==> src/rtl/rec_time_counter.sv <==
// rec_time_counter: elapsed-seconds timer for the record/playback path.
// Counts whole seconds while running and drives the 6-bit time code for the
// two-digit seven-segment display. BLANK_CODE blanks the display while idle.
//
// Ports:
//   i_clk      system clock
//   i_rst_n    asynchronous reset, active-low
//   i_start    1-cycle pulse: start from 0 / resume from pause
//   i_pause    1-cycle pulse: toggles run <-> pause
//   i_stop     1-cycle pulse: abort to idle
//   i_speed    count rate = i_speed+1 seconds per real second
//   o_time     seconds elapsed, or BLANK_CODE when idle
//   o_state    0 idle, 1 run, 2 pause, 3 done
//   o_running  high only while running
//   o_done     1-cycle pulse when the count reaches MAX_SEC
module rec_time_counter #(
    parameter int unsigned CLK_FREQ   = 12_000_000,
    parameter int unsigned MAX_SEC    = 32,
    parameter int unsigned BLANK_CODE = 63
) (
    input  logic       i_clk,
    input  logic       i_rst_n,
    input  logic       i_start,
    input  logic       i_pause,
    input  logic       i_stop,
    input  logic [2:0] i_speed,
    output logic [5:0] o_time,
    output logic [1:0] o_state,
    output logic       o_running,
    output logic       o_done
);

    // Prescaler must hold CLK_FREQ-1 plus the largest step (8) before wrap.
    localparam int unsigned PW = $clog2(CLK_FREQ + 8);
    localparam logic [PW-1:0] FreqW  = PW'(CLK_FREQ);
    localparam logic [5:0]    MaxW   = 6'(MAX_SEC);
    localparam logic [5:0]    BlankW = 6'(BLANK_CODE);

    typedef enum logic [1:0] {
        StIdle  = 2'd0,
        StRun   = 2'd1,
        StPause = 2'd2,
        StDone  = 2'd3
    } state_e;

    state_e        state_q, state_d;
    logic [5:0]    sec_q, sec_d;
    logic [PW-1:0] pre_q, pre_d;
    logic [PW-1:0] sum;
    logic [5:0]    time_q, time_d;
    logic          done_q, done_d;
    logic          run_q, run_d;

    always_comb begin
        state_d = state_q;
        sec_d   = sec_q;
        pre_d   = pre_q;
        done_d  = 1'b0;
        sum     = pre_q + PW'(i_speed) + PW'(1);

        if (i_stop) begin
            state_d = StIdle;
            sec_d   = '0;
            pre_d   = '0;
        end else if (i_start) begin
            state_d = StRun;
            // Start from pause resumes; from anywhere else it restarts at zero.
            if (state_q != StPause) begin
                sec_d = '0;
                pre_d = '0;
            end
        end else if (i_pause && state_q == StRun) begin
            state_d = StPause;
        end else if (i_pause && state_q == StPause) begin
            state_d = StRun;
        end else if (state_q == StRun) begin
            if (sum >= FreqW) begin
                // Keep the remainder so fractional steps never drift.
                pre_d = sum - FreqW;
                sec_d = sec_q + 6'd1;
                if (sec_d == MaxW) begin
                    state_d = StDone;
                    done_d  = 1'b1;
                end
            end else begin
                pre_d = sum;
            end
        end

        time_d = (state_d == StIdle) ? BlankW : sec_d;
        run_d  = (state_d == StRun);
    end

    always_ff @(posedge i_clk or negedge i_rst_n) begin
        if (!i_rst_n) begin
            state_q <= StIdle;
            sec_q   <= '0;
            pre_q   <= '0;
            time_q  <= BlankW;
            done_q  <= 1'b0;
            run_q   <= 1'b0;
        end else begin
            state_q <= state_d;
            sec_q   <= sec_d;
            pre_q   <= pre_d;
            time_q  <= time_d;
            done_q  <= done_d;
            run_q   <= run_d;
        end
    end

    assign o_time    = time_q;
    assign o_state   = state_q;
    assign o_running = run_q;
    assign o_done    = done_q;

endmodule
==> config.mk <==
export PLATFORM = sky130hd
export DESIGN_NAME = rec_time_counter
export DESIGN_NICKNAME = d
export VERILOG_FILES = /design/src/rtl/rec_time_counter.sv
export SDC_FILE = /design/constraint.sdc
export NUM_CORES = 1
export LEC_CHECK = 0
export ABC_AREA = 1
export BUFFER_PORTS_ARGS = -buffer_cell sky130_fd_sc_hd__buf_2
export CORE_MARGIN = 2
export CORE_UTILIZATION = 30
export DETAILED_ROUTE_END_ITERATION = 6
export PLACE_DENSITY = 0.52
export SLEW_MARGIN = 20
export SYNTH_ARGS = -nofsm -noshare
export SYNTH_HDL_FRONTEND = slang
export SYNTH_SLANG_ARGS = --single-unit
==> constraint.sdc <==
create_clock -name i_clk -period 8.8 [get_ports i_clk]
set_clock_uncertainty 0.15 [all_clocks]
set_input_delay 1.32 -clock i_clk [delete_from_list [all_inputs] [get_ports i_clk]]
set_output_delay 1.32 -clock i_clk [all_outputs]
set_load 0.01 [all_outputs]
==> results.md <==
- Vias per inst: approximately 4.7
- Critical R2R Capture: pre_q[20]$_DFFE_PN0P_
- Core ar.: 9680 sq um
- Worst-Skew Late Latency: between 0.2 and 0.3 ns
- Crit path max fanout: 22
- Max-slew violations: 0
- Gr usage total: 15.6%
- Area after DPL: 3160 sq um
- FF-to-FF path depth: 22
- Setup TNS: 0 ns
- RD Place Congestion: around 0.87
- Multiplexer share of the synthesized area: 0%
- Sequential area share after synthesis: 34.2%
- Synth Area in Adders: between 2 and 3%
- Xor-xnor portion of the synthesized cell area: under 10%
- WL final: 7.50 mm
- Peak Freq: 0.238 GHz
- Via count: around 2.8k
- CP startpoint: i_speed[0]
- Core Rows: 36
- P_leak: 1.54 nW
- R2R setup slack: 5.33 ns
- # DRC: 0
- Crit path capture type: flop
- Area growth from synthesis to layout: 10.6%
- Hold_sp: pre_q[23]$_DFFE_PN0P_
- # clock sinks: 40
- Peak VDD IR: 78.4 uV
- Inserted Diodes: 0
- Post-Syn Instances: 439
- Starting DRT DRC Count: 146
- Most frequent cell after synthesis: nand2_1
- Post-DR wirelength/cell: 12.7 microns
- Drt pass-1 iters: 4
- Synth top area share: 28.8%
- Hold Vio Cnt, Final: 0
- Critical path class: in -> reg
- Reg-to-Reg Start: pre_q[2]$_DFFE_PN0P_
- Worst EP arrival: 4.23 ns
- Hold EP: pre_q[23]$_DFFE_PN0P_
- Share of cells above drive strength 1: 13.9%
- Final Cell Area: approximately 3300 sq um
- Number of global-route vias before repair: 2694
- Distinct cells, synth: 37
- Post-CTS setup buffer count: 0
- Hold Path Class: reg -> reg
- Worst-Margin Slew: approximately 1.0 ns
- Largest family of logic cells by synthesized area: simple AND/OR/NAND/NOR gates
- Synth Register Bits: 40
- Routed Antenna Nets: 0
- EDFF count, synth: 0
- Startpoint types: input port
- DIE WIDTH: 103 microns
- WHS: 0.367 ns
- Clock Pin Slew Worst Setup and Hold Paths: 0.08 ns
- CP required: between 8 and 9 ns
- Post-synthesis simple-gate area fraction: 39.7%
- Fin crit share: 47.7%
- Gr ovfl total: 0
- Mapped Area: just under 3000 sq um
- Asr flop ratio synth: 100%
- Hold_buf cts: 0
- Filler instances: between 1k and 1.5k
- Post-synth top flop: dfrtp_1
- # setup viols final: 0
- Maxcap violations: 0
- Hold Crit Depth: 2
- Die area: 10700 sq um
- CTS tree: done
- CTS resizes: 0
- Post-synth top area cell: dfrtp_1
- Post-detail-place hpwl: 5.73 mm
- NumNets Final: 472
- Synth top area cells: dfrtp_1, nand2_1, inv_1
- P per Cell Area: 114 nW/um^2
- Largest net degree at the start of global routing: 41
- Slew HR: 30.4%
- DIE HEIGHT: 103 microns
- Initial core utilization: between 30% and 40%
- RSZ-0062 raised after global routing: false
- Initial antenna violation count: 0
- Period minus WS final: 4.19 ns
- Clock root buffer master: clkbuf_8
- H-tree levels: 2
- Port-buffer cells: 17
- Max Buffers Root-to-Sink: 2
- Total CTS buffers: 5
- # IOs: 18
- Commonest cells in the netlist: nand2_1, inv_1, nor2_1
- Outcome: complete, no violations
- Synthesized Nets: 453
- First-pass GRT wire length: around 13 mm
- Syn Area/Cell: 6.73 sq um
- Post-synthesis compound-gate area fraction: 8.56%
- Ys Warns: 0
-- cell families after synthesis --
logic type | count (synthesis)
AND/OR/NAND/NOR | 262
buffers and inverters | 74
AO/OA/AOI/OAI | 43
flip-flops | 40
XOR/XNOR | 14
adder cells (fa/ha/maj) | 6
-- sequential cells by signal, indices dropped and copies added (netlist names) --
| register | flops |
|---|---|
| o_state | 2 |
| pre_q | 24 |
| sec_q | 6 |
| o_done | 1 |
| o_running | 1 |
| o_time | 6 |
-- critical path: stages --
cell and delay (ns):
buf_2 0.07, inv_1 0.03, ha_1 0.22, fa_1 0.36, inv_1 0.10, nand3_1 0.07
nand2_1 0.18, nand2_1 0.09, xor2_1 0.23, inv_1 0.09, ha_1 0.18, inv_1 0.07
nand3_1 0.10, nand3_1 0.13, nand3_2 0.12, nand3_2 0.13, nand2_4 0.16, inv_1 0.18
nor2_1 0.08, nand2_1 0.10, nand3_1 0.08, nand3_1 0.09, nand2_1 0.06
-- metal layers --
layer | wire, microns | part of all wire (%) | global-route usage [%] | up-vias
met5 | 0 | 0 | 0 | -
met4 | 41 | 0.55 | 2.53 | 0
met3 | 318 | 4.2 | 2.22 | 4
met2 | 3490 | 47 | 26.4 | 56
met1 | 3650 | 49 | 21.6 | 1317
li1 | - | - | - | 1413
-- layout make-up --
cell class / count / area [sq um] / area share (%)
Inverter: 69 / 259 / 7.93
Sequential cell: 40 / 1010 / 30.9
Multi-Input combinational cell: 325 / 1640 / 50.2
Clock inverter: 2 / 35.0 / 1.07
Timing Repair Buffer: 17 / 85.1 / 2.61
Clock buffer: 6 / 72.6 / 2.22
Tap cell: 133 / 166 / 5.10
-- per-stage QoR --
stage | util [%] | instances | setup slack, ns | power, mW
6_report | 33.7 | 592 | 4.61 | 0.373
5_1_grt | 33.7 | 592 | 4.21 | 0.392
4_1_cts | 33.7 | 592 | 4.61 | 0.379
3_5_place_dp | 32.6 | 584 | 4.31 | 0.225
3_3_place_gp | 32.6 | 584 | 4.38 | 0.225
2_1_floorplan | - | 439 | 4.77 | 0.211
-- layout by cell type, fill, tap and decap left out, drive strengths merged, types with 6 or more instances in the layout --
| cell | instances |
|---|---|
| dfstp | 6 |
| xor2 | 12 |
| dfrtp | 34 |
| o22ai | 10 |
| nor2 | 48 |
| a21oi | 8 |
| nand2 | 160 |
| o21ai | 21 |
| nand3 | 36 |
| clkbuf | 6 |
| inv | 68 |
| nand4 | 8 |
| buf | 17 |
-- power by group --
group | internal, mW | switching (mW) | total [mW]
logic | 0.00826 | 0.0223 | 0.0306
clock network | 0.0843 | 0.0672 | 0.151
registers | 0.189 | 0.00157 | 0.190
-- worst max-delay path by stage --
stage | end | slack [ns]
after global placement | o_time[1]$_DFF_PN1_ | 4.38
final | pre_q[20]$_DFFE_PN0P_ | 4.61
after detailed placement | pre_q[20]$_DFFE_PN0P_ | 4.31
after CTS | pre_q[20]$_DFFE_PN0P_ | 4.61
after global routing | pre_q[20]$_DFFE_PN0P_ | 4.21
after floorplan | pre_q[13]$_DFFE_PN0P_ | 4.77
Note: power is estimated with default switching activity, not from simulation.
